$ cat src/rtl/pipeline_stall_ctrl.sv
// ============================================================================
// Module      : pipeline_stall_ctrl
// Description : Stall/flush sequencer for the 5-stage pipeline. It merges the
//               load-use stall, the taken-branch flush, mul/div occupancy and
//               syscall halt into IF/ID/EX register controls.
//               Optional macro STALL_PERF_CNT_EN enables the stall counter.
// Revision    : 1.0 - initial release
// ============================================================================
`default_nettype none

module pipeline_stall_ctrl #(
    parameter int MD_LAT = 32,
    parameter int CNT_W  = 16
) (
    input  logic             clk,
    input  logic             rst,
    input  logic             load_use,
    input  logic             branch_tk,
    input  logic             md_start,
    input  logic             halt_req,
    input  logic             resume,
    output logic             lock_if,
    output logic             lock_id,
    output logic             bubble_ex,
    output logic             flush_id,
    output logic             md_busy,
    output logic             md_done,
    output logic             halted,
    output logic [CNT_W-1:0] stall_cnt
);

    typedef enum logic [1:0] {
        S_RUN     = 2'd0,
        S_MD_WAIT = 2'd1,
        S_HALT    = 2'd2
    } state_t;

    localparam logic [7:0] c_MD_INIT = 8'(MD_LAT - 1);

    state_t     r_state;
    state_t     w_state_nxt;
    logic [7:0] r_md_cnt;
    logic [7:0] w_md_cnt_nxt;

    logic w_lock;
    logic w_flush;
    logic w_md_busy;
    logic w_md_done;
    logic w_halted;

    always_ff @(posedge clk) begin
        if (rst) begin
            r_state  <= S_RUN;
            r_md_cnt <= 8'd0;
        end else begin
            r_state  <= w_state_nxt;
            r_md_cnt <= w_md_cnt_nxt;
        end
    end

    // Outputs stay zero for the whole reset cycle, regardless of state.
    always_comb begin
        w_state_nxt  = r_state;
        w_md_cnt_nxt = r_md_cnt;
        w_lock       = 1'b0;
        w_flush      = 1'b0;
        w_md_busy    = 1'b0;
        w_md_done    = 1'b0;
        w_halted     = 1'b0;
        if (!rst) begin
            case (r_state)
                S_RUN: begin
                    if (halt_req) begin
                        w_state_nxt = S_HALT;
                    end else if (md_start) begin
                        w_state_nxt  = S_MD_WAIT;
                        w_md_cnt_nxt = c_MD_INIT;
                    end
                    // A taken branch only counts when no higher-priority EX event wins.
                    if (branch_tk && !halt_req && !md_start) begin
                        w_flush = 1'b1;
                    end else if (load_use) begin
                        w_lock = 1'b1;
                    end
                end
                S_MD_WAIT: begin
                    w_lock    = 1'b1;
                    w_md_busy = 1'b1;
                    if (r_md_cnt == 8'd0) begin
                        w_md_done   = 1'b1;
                        w_state_nxt = S_RUN;
                    end else begin
                        w_md_cnt_nxt = r_md_cnt - 8'd1;
                    end
                end
                S_HALT: begin
                    w_lock   = 1'b1;
                    w_halted = 1'b1;
                    if (resume) begin
                        w_state_nxt = S_RUN;
                    end
                end
                default: begin
                    w_state_nxt = S_RUN;
                end
            endcase
        end
    end

    assign lock_if   = w_lock;
    assign lock_id   = w_lock;
    assign bubble_ex = w_lock | w_flush;
    assign flush_id  = w_flush;
    assign md_busy   = w_md_busy;
    assign md_done   = w_md_done;
    assign halted    = w_halted;

`ifdef STALL_PERF_CNT_EN
    logic [CNT_W-1:0] r_stall_cnt;

    always_ff @(posedge clk) begin
        if (rst) begin
            r_stall_cnt <= '0;
        end else if (w_lock && (r_stall_cnt != {CNT_W{1'b1}})) begin
            r_stall_cnt <= r_stall_cnt + {{(CNT_W-1){1'b0}}, 1'b1};
        end
    end

    assign stall_cnt = rst ? '0 : r_stall_cnt;
`else
    assign stall_cnt = '0;
`endif

endmodule

`default_nettype wire

$ cat config.mk
export PLATFORM = sky130hd
export DESIGN_NAME = pipeline_stall_ctrl
export DESIGN_NICKNAME = d
export VERILOG_FILES = /design/src/rtl/pipeline_stall_ctrl.sv
export SDC_FILE = /design/constraint.sdc
export NUM_CORES = 1
export LEC_CHECK = 0
export ABC_CLOCK_PERIOD_IN_PS = 5800
export CORE_UTILIZATION = 48
export CTS_BUF_LIST = sky130_fd_sc_hd__clkbuf_16
export DETAILED_ROUTE_END_ITERATION = 12
export PLACE_DENSITY = 0.88
export SLEW_MARGIN = 15
export SYNTH_ARGS = -nofsm -noshare
export SYNTH_HDL_FRONTEND = slang
export SYNTH_SLANG_ARGS = --single-unit
$ cat constraint.sdc
create_clock -name clk -period 5.8 [get_ports clk]
set_clock_uncertainty 0.1 [all_clocks]
set_input_delay 1.16 -clock clk [delete_from_list [all_inputs] [get_ports clk]]
set_output_delay 1.16 -clock clk [all_outputs]
set_load 0.02 [all_outputs]
Word level (Yosys, flattened, before mapping)
Cells that the tools add are included.
- output and inout bits: 23
- bits in registers: 10
- word-level logic and storage cells: 45
- bitwise gates (word level): 1
- $add $sub $neg: 1
- reduce and logical (&&, ||, !) cells: 10
- multiplexer cells: 23
- equality and inequality tests: 8
- operators by type and width (kind ; count):
    $mux 8 ; 3
    $pmux 8 s2 ; 1
    $mux 1 ; 13
    $ne 2x2->1 const B ; 5
    $logic_not 8->1 ; 1
    $mux 2 ; 4
    $sub 8x1->8 const B ; 1
    $pmux 2 s3 ; 1
    $reduce_and 4->1 ; 1
    $ne 3x3->1 const B ; 1
    $reduce_and 3->1 ; 1
    $eq 2x1->1 const B ; 1
    $eq 2x2->1 const B ; 1
    $logic_and 1x1->1 ; 2
    $logic_not 1->1 ; 2
    $logic_not 2->1 ; 1
    $pmux 1 s2 ; 1
    $reduce_bool 2->1 ; 1
    $reduce_or 2->1 ; 1
    $or 1x1->1 ; 1

Logic depth before layout (Yosys ltp)
Gate-level depths: netlist of the first run.
- word-level depth: 7
- depth in mapped cells: 7

Least setup slack after synthesis of the first run
Ideal clock, no wire load.
- kind: in2out
- start point: input rst
- end point: output bubble_ex
- setup slack: 2.322 ns
- cell stages on the path: 3
- data arrival time: 2.218 ns
- path buffers: 1
- data required time: 4.540 ns
- cell sequence: clkbuf_1 -> nor3_1 -> o21bai_1
- cells in the longest elaborated chain, start to end: 2
- elaborated cells on any way between the ends: 3
- classes of those cells: mux: 2; bitwise: 1
- RTL lines (element ; RTL line ; RTL):
    start: declaration ; 16 ; input logic rst,
    $mux 1 ; 70 ; if (!rst) begin
    named net flush_id ; 25 ; output logic flush_id,
    $or 1x1->1 ; 112 ; assign bubble_ex = w_lock | w_flush;
    end: declaration ; 24 ; output logic bubble_ex,
The timed path passes the listed nets, and every way through them passes these cells.

Final worst setup path of the first run
- start point: input md_start
- end point: output bubble_ex
- cells in the longest elaborated chain, start to end: 6
- elaborated cells on any way between the ends: 9
- classes of those cells: mux: 6; bitwise: 1; reduce/logical: 2
- RTL lines (element ; RTL line ; RTL):
    start: declaration ; 19 ; input logic md_start,
    $logic_not 1->1 (*) ; 80 ; if (branch_tk && !halt_req && !md_start) begin
    $logic_and 1x1->1 (*) ; 80 ;
    $mux 1 ; 80 ;
    $pmux 1 s2 or $mux 1 (tied branches) ; 71 ; case (r_state)
    $mux 1 ; 70 ;
    $or 1x1->1 (*) ; 112 ;
Mark *: on every way between the ends. The rest lies on a longest branch, timed or not.

==> out/results.txt, run 1 <==
total negative setup slack - 0 ns
main combinational cell family by area after synthesis - simple AND/OR/NAND/NOR gates
top-level I/O count - 30
fraction of layout cells with a size suffix above 1 - 0.08547
Skew-Pair Late Insertion Delay - 0.24 ns
endpoints failing setup - 0
Post-route DRC - 0
worst vdd ir - 0.0001746 V
Nets - 132
vias in the first global route - 678
Post-Synthesis Cells - 105
placed inst area - 949.7 um^2
GP Congestion - 0.8272
worst min-delay path class - reg2reg
via count - 778
diodes inserted - 0
core area - 0.001708 mm^2
Starting Density - 0.5099
Reg2Reg Setup Slack - 3.65 ns
cell mode on critical path - clkdlybuf4s50_1
final wirelength - 1.785 mm
CTS H-Tree Depth - 1
Die Area - 0.001989 mm^2
worst path cell trace - clkdlybuf4s50_1 -> nand2b_1 -> or2_2 -> a31oi_1 -> o21bai_1 -> clkdlybuf4s50_1
Post-Synth XOR/XNOR Area - 0
final hold vios - 0
crit path capture - bubble_ex
Hold Worst Slack - 0.3930 ns
Worst R2R Path Depth - 6
initial DRC count - 15
CP peak stage delay - 0.53 ns
Synth area leader - dfxtp_1
CP max stage cell - clkdlybuf4s50_1
hpwl dp - 1.329 mm
Post-CTS Setup Bufs - 0
Vias/cell - 5.479
Leakage - 0.0004405 uW
CTS Root Cell - clkbuf_16
status - complete, no violations
crit-path max FO - 5
final core occ - 0.6000
Die Ht - 44.60 um
Worst Path Required - 4.54 ns
largest net degree at the start of global routing - 15
Worst Tran Pin Value - 0.6864 ns
post-CTS sizing - 0
CP Launch Type - primary input
Arrival @ worst endpoint - 3.02 ns
CTS Buf Count - 3
Post-Synth Adder-Cell Area - 0.08621
Setup crit end kind - output port
global-route total usage across every layer - 0.2025
Top Usage Layer GRT - met2
max_slew headroom - 0.5414
Horiz. Die Dim - 44.60 um
fin crit share - 0.7380
Synth Flop Type - dfxtp_1
met2 GRT Util - 0.3588
Syn-to-layout area delta - 17.67%
#FFs+latches synth - 10
Final ANT Viol Nets - 0
WS Path Type - in2out
Synth Area in Compound Gates - 0.1609
Final min period - 4.280 ns
drt wl/cell - 12.57 um
pwr/cell area - 331.6 mW/mm^2
Worst setup startpoint - md_start
f_max - 233.6 MHz
RR Startpoint - r_state[0]
Warnings, synthesis - 0
Synth Area in Simple Gates - 0.3060
first-pass GRT wire length - 2.849 mm
register area share after synthesis - 0.2299
final slew viol count - 0
top-area cell type share of the netlist area - 0.2299
count of different cell masters after synthesis - 35
IO Port Bufs - 13
Remaining Overflow, GRT - 0
Max-cap violations - 0
drt pass-1 iters - 4
initial antenna violation count - 0
RSZ-0062 raised after global routing - no
clock slew at reported path FFs - 0.04 ns
Tot Pwr - 339.8 uW
asr flop ratio synth - 0
main area contributors after synthesis - dfxtp_1, buf_4, ha_1
met3 usage - 0.02449
capturing point of the worst reg2reg path - r_md_cnt[6]
# clock sinks - 10
FP Rows - 15
Netlist Area Pre-Place - 870.8 um^2
CTS max path bufs - 2
GR Util met1 - 0.2123
EDFF count, synth - 0
hold-fix buffers at CTS - 0
multiplexer share of the synthesized area - 0.02299
fin area - 0.001025 mm^2
syn avg cell area - 8.294 um^2
CTS tree - yes
## cells by family (layout without fill, tap and decap cells)
| family | count (synthesis) | in the layout |
|---|---|---|
| AND/OR/NAND/NOR | 41 | 41 |
| buffers and inverters | 26 | 23 |
| AO/OA/AOI/OAI | 19 | 19 |
| flip-flops | 10 | 10 |
| adder cells (fa/ha/maj) | 6 | 6 |
| multiplexers | 2 | 2 |
| other | 1 | 16 |
## flip-flops by register name (all words and copies together), names as in the netlist
register and count:
r_md_cnt 8, r_state 2
## cells in the mapped netlist (all sizes together) (3+ instances only)
library cell / instances
nor2: 5
or3: 3
ha: 6
nand2: 4
nor2b: 3
a311oi: 4
or2: 3
inv: 7
a31oi: 4
dfxtp: 10
nand2b: 4
buf: 18
nor3: 5
## cell type report
| cell class | instances | area, um^2 |
|---|---|---|
| Timing Repair Buffer | 13 | 130.1 |
| Fill cell | 148 | 683.2 |
| Inverter | 7 | 26.28 |
| Clock buffer | 3 | 75.07 |
| Tap cell | 25 | 31.28 |
| Multi-Input combinational cell | 84 | 561.8 |
| Sequential cell | 10 | 200.2 |
## per-layer routing
metal,wire length [um],up-vias
met4,61,0
li1,-,378
met2,878,27
met3,75,4
met5,0,-
met1,770,369
## worst min-delay path by stage
stage / startpoint / end / cells after the start
finish: r_md_cnt[6] / r_md_cnt[6] / 2
global route: r_md_cnt[6] / r_md_cnt[6] / 2
CTS: r_md_cnt[6] / r_md_cnt[6] / 2
detailed placement: r_md_cnt[6] / r_md_cnt[6] / 2
global placement: r_md_cnt[6] / r_md_cnt[6] / 2
floorplan: r_md_cnt[6] / r_md_cnt[6] / 2
## worst max-delay path, delay by kind of cell
family / cells / cell delay, ns
buffers and inverters: 2 / 1.05
and+or+nand+nor: 2 / 0.50
AOI/OAI and AO/OA: 2 / 0.31
## layout by cell type (no fill, tap or decap), types with 4 or more instances in the layout
cell type        count
ha_1                 6
a311oi_1             4
nor3_1               4
dfxtp_1             10
conb_1              16
nor2_1               5
inv_1                7
nand2_1              4
clkdlybuf4s50_1     13
a31oi_1              4
## metrics by stage
| stage | worst slack (ns) | instances |
|---|---|---|
| floorplan | 2.322 | 120 |
| global placement | 1.580 | 139 |
| detailed placement | 1.523 | 139 |
| CTS | 1.516 | 142 |
| global route | 1.466 | 142 |
| finish | 1.520 | 142 |
## where the power goes
part           switching (uW)  internal, uW
registers                13.9          81.2
clock network            30.1          89.2
logic                    72.5          52.9
No activity file was read; power rests on OpenSTA's default activity.
==> inputs of run 2 (changes only) <==
Settings changed: ABC_CLOCK_PERIOD_IN_PS 5800 to 4350, CORE_UTILIZATION 48 to 44, PLACE_DENSITY 0.88 to 0.82.
Clock period 5.8 ns to 4.35 ns, I/O delays scaled along.
==> run 2 against run 1 <==
  * Count of clock-buffer cells in the layout unchanged
  * Flip-flop and latch count unchanged
  * Sequential power increased by 32%
  * Non-clock buffer count unchanged
  * Highest routed layer is now met3
==> out/results.txt, run 2 (synthesized netlist as in run 1, its figures left out) <==
status - complete, no violations (unchanged)
Skew-Pair Late Insertion Delay - 0.23 ns (was 0.24 ns)
IO Port Bufs - 13 (unchanged)
CTS max path bufs - 2 (unchanged)
pwr/cell area - 438.0 mW/mm^2 (was 331.6 mW/mm^2)
# placed instances - 139 (unchanged)
CTS H-Tree Depth - 1 (unchanged)
GP Congestion - 0.8547 (was 0.8272)
CP max stage cell - clkdlybuf4s50_1 (unchanged)
Die Ht - 46.49 um (was 44.60 um)
switching pwr - 151.7 uW (was 116.5 uW)
most frequent cells in the layout - conb_1, clkdlybuf4s50_1, dfxtp_1 (unchanged)
hpwl dp - 1.277 mm (was 1.329 mm)
global-route total usage across every layer - 0.1799 (was 0.2025)
f_max - 272.2 MHz
Worst Tran Pin Value - 0.6209 ns (was 0.6864 ns)
Worst Path Required - 3.38 ns (was 4.54 ns)
final wirelength - 1.650 mm (was 1.785 mm)
worst path cell trace - clkdlybuf4s50_1 -> nand2b_1 -> or2_2 -> a31oi_1 -> o21bai_1 -> clkdlybuf4s50_1 (unchanged)
post-CTS sizing - 0 (unchanged)
dpl ws - 0.6851 ns (was 1.523 ns)
Leakage - 0.0004405 uW (unchanged)
top-level I/O count - 30 (unchanged)
Setup crit end kind - output port (unchanged)
sw frac - 0.3380 (was 0.3429)
worst min-delay path class - reg2reg (unchanged)
Syn-to-layout area delta - 17.67% (unchanged)
cell mode on critical path - clkdlybuf4s50_1 (unchanged)
Clk pwr share - 0.350 (was 0.351)
CP Launch Type - primary input (unchanged)
fin cells - 142 (unchanged)
kind of cell with the highest combined delay on the critical path - buffers and inverters (unchanged)
core area - 0.001783 mm^2 (was 0.001708 mm^2)
sequential power share - 0.281 (was 0.280)
CTS tree - yes (unchanged)
worst setup margin - 0.6761 ns (was 1.520 ns)
most common cell after layout, fill and taps aside - conb_1 (unchanged)
Starting Density - 0.4884 (was 0.5099)
final hold vios - 0 (unchanged)
internal power - 297.2 uW (was 223.2 uW)
Vias/cell - 5.303 (was 5.479)
# clock sinks - 10 (unchanged)
clock slew at reported path FFs - 0.04 ns (about the same)
combinational share of power - 0.369 (about the same)
initial DRC count - 19 (was 15)
largest net degree at the start of global routing - 15 (unchanged)
Die Area - 0.002161 mm^2 (was 0.001989 mm^2)
diodes inserted - 0 (unchanged)
Final min period - 3.674 ns
drt wl/cell - 11.62 um (was 12.57 um)
via count - 753 (was 778)
max FFs per register - 8 (unchanged)
drt pass-1 iters - 4 (unchanged)
fillers - 166 (was 148)
worst vdd ir - 0.0002879 V (was 0.0001746 V)
fraction of layout cells with a size suffix above 1 - 0.08547 (unchanged)
Final ANT Viol Nets - 0 (unchanged)
CTS Root Cell - clkbuf_16 (unchanged)
Post-CTS Setup Bufs - 0 (unchanged)
first-pass GRT wire length - 2.746 mm (was 2.849 mm)
Remaining Overflow, GRT - 0 (unchanged)
Arrival @ worst endpoint - 2.70 ns (was 3.02 ns)
max_slew headroom - 0.5753 (was 0.5414)
fin crit share - 0.8446
Max-cap violations - 0 (unchanged)
hold-fix buffers at CTS - 0 (unchanged)
Top Registers - r_md_cnt: 8 flops, r_state: 2 flops (unchanged)
Tot Pwr - 448.9 uW (was 339.8 uW)
CTS Buf Count - 3 (unchanged)
Horiz. Die Dim - 46.49 um (was 44.60 um)
WS Path Type - in2out (unchanged)
Post-route DRC - 0 (unchanged)
CP peak stage delay - 0.53 ns (about the same)
final slew viol count - 0 (unchanged)
Nets - 132 (unchanged)
Hold Worst Slack - 0.3972 ns (was 0.3930 ns)
FP Rows - 15 (unchanged)
largest register by flop count - r_md_cnt (unchanged)
total negative setup slack - 0 ns (unchanged)
RSZ-0062 raised after global routing - no (unchanged)
crit-path max FO - 5 (unchanged)
initial antenna violation count - 0 (unchanged)
critical path buffer and inverter count - 2 (unchanged)
endpoints failing setup - 0 (unchanged)
vias in the first global route - 696 (was 678)
==> run 2: cell counts in the layout (fill, tap and decap cells not counted) <==
Identical to the previous run, type by type.
==> run 2: power groups by stage <==
stage               registers, uW  clock network [uW]  logic [uW]
floorplan                     123                   0         139
finish                        126                 157         166
CTS                           126                 162         165
detailed placement            127                   0         164
global route                  128                 168         185
global placement              126                   0         159
==> run 2: worst paths after layout <==
kind                                   from           to  slack, ns  cells past startpoint
worst max-delay path               md_start    bubble_ex       0.68                      6
worst min register to register  r_md_cnt[6]  r_md_cnt[6]       0.40                      2
worst max register to register   r_state[0]  r_md_cnt[6]       2.23                      6
worst min-delay path            r_md_cnt[6]  r_md_cnt[6]       0.40                      2
==> run 2: metal layers <==
metal	share of wire	up-vias	wire length (um)	GRT usage
met1	0.42	345	686	0.2000
met3	0.076	0	126	0.07451
met4	0	0	0	0.04706
li1	-	374	-	-
met2	0.51	34	837	0.3111
met5	0	-	0	0
==> run 2: final cells by class <==
class,instances,area (um^2),share of cell area
clock buffer,3,75.07,0.07326
inverter,7,26.28,0.02564
multi-input combinational,84,561.8,0.5482
sequential,10,200.2,0.1954
tap,25,31.28,0.03053
timing repair buffer,13,130.1,0.1270
==> run 2: worst reg2reg max path, stage by stage, from the launching register on <==
cell,delay [ns]
dfxtp_1,0.32
inv_1,0.11
ha_1,0.33
nor2_1,0.09
a2111o_1,0.45
or4_1,0.49
a21boi_1,0.15
==> run 2: through the flow <==
stage | area, um^2 | utilization
after CTS | 1025 | 0.5747
final | 1025 | 0.5747
after floorplan | 927.1 | -
after detailed placement | 949.7 | 0.5326
after global placement | 949.7 | 0.5326
after global routing | 1025 | 0.5747
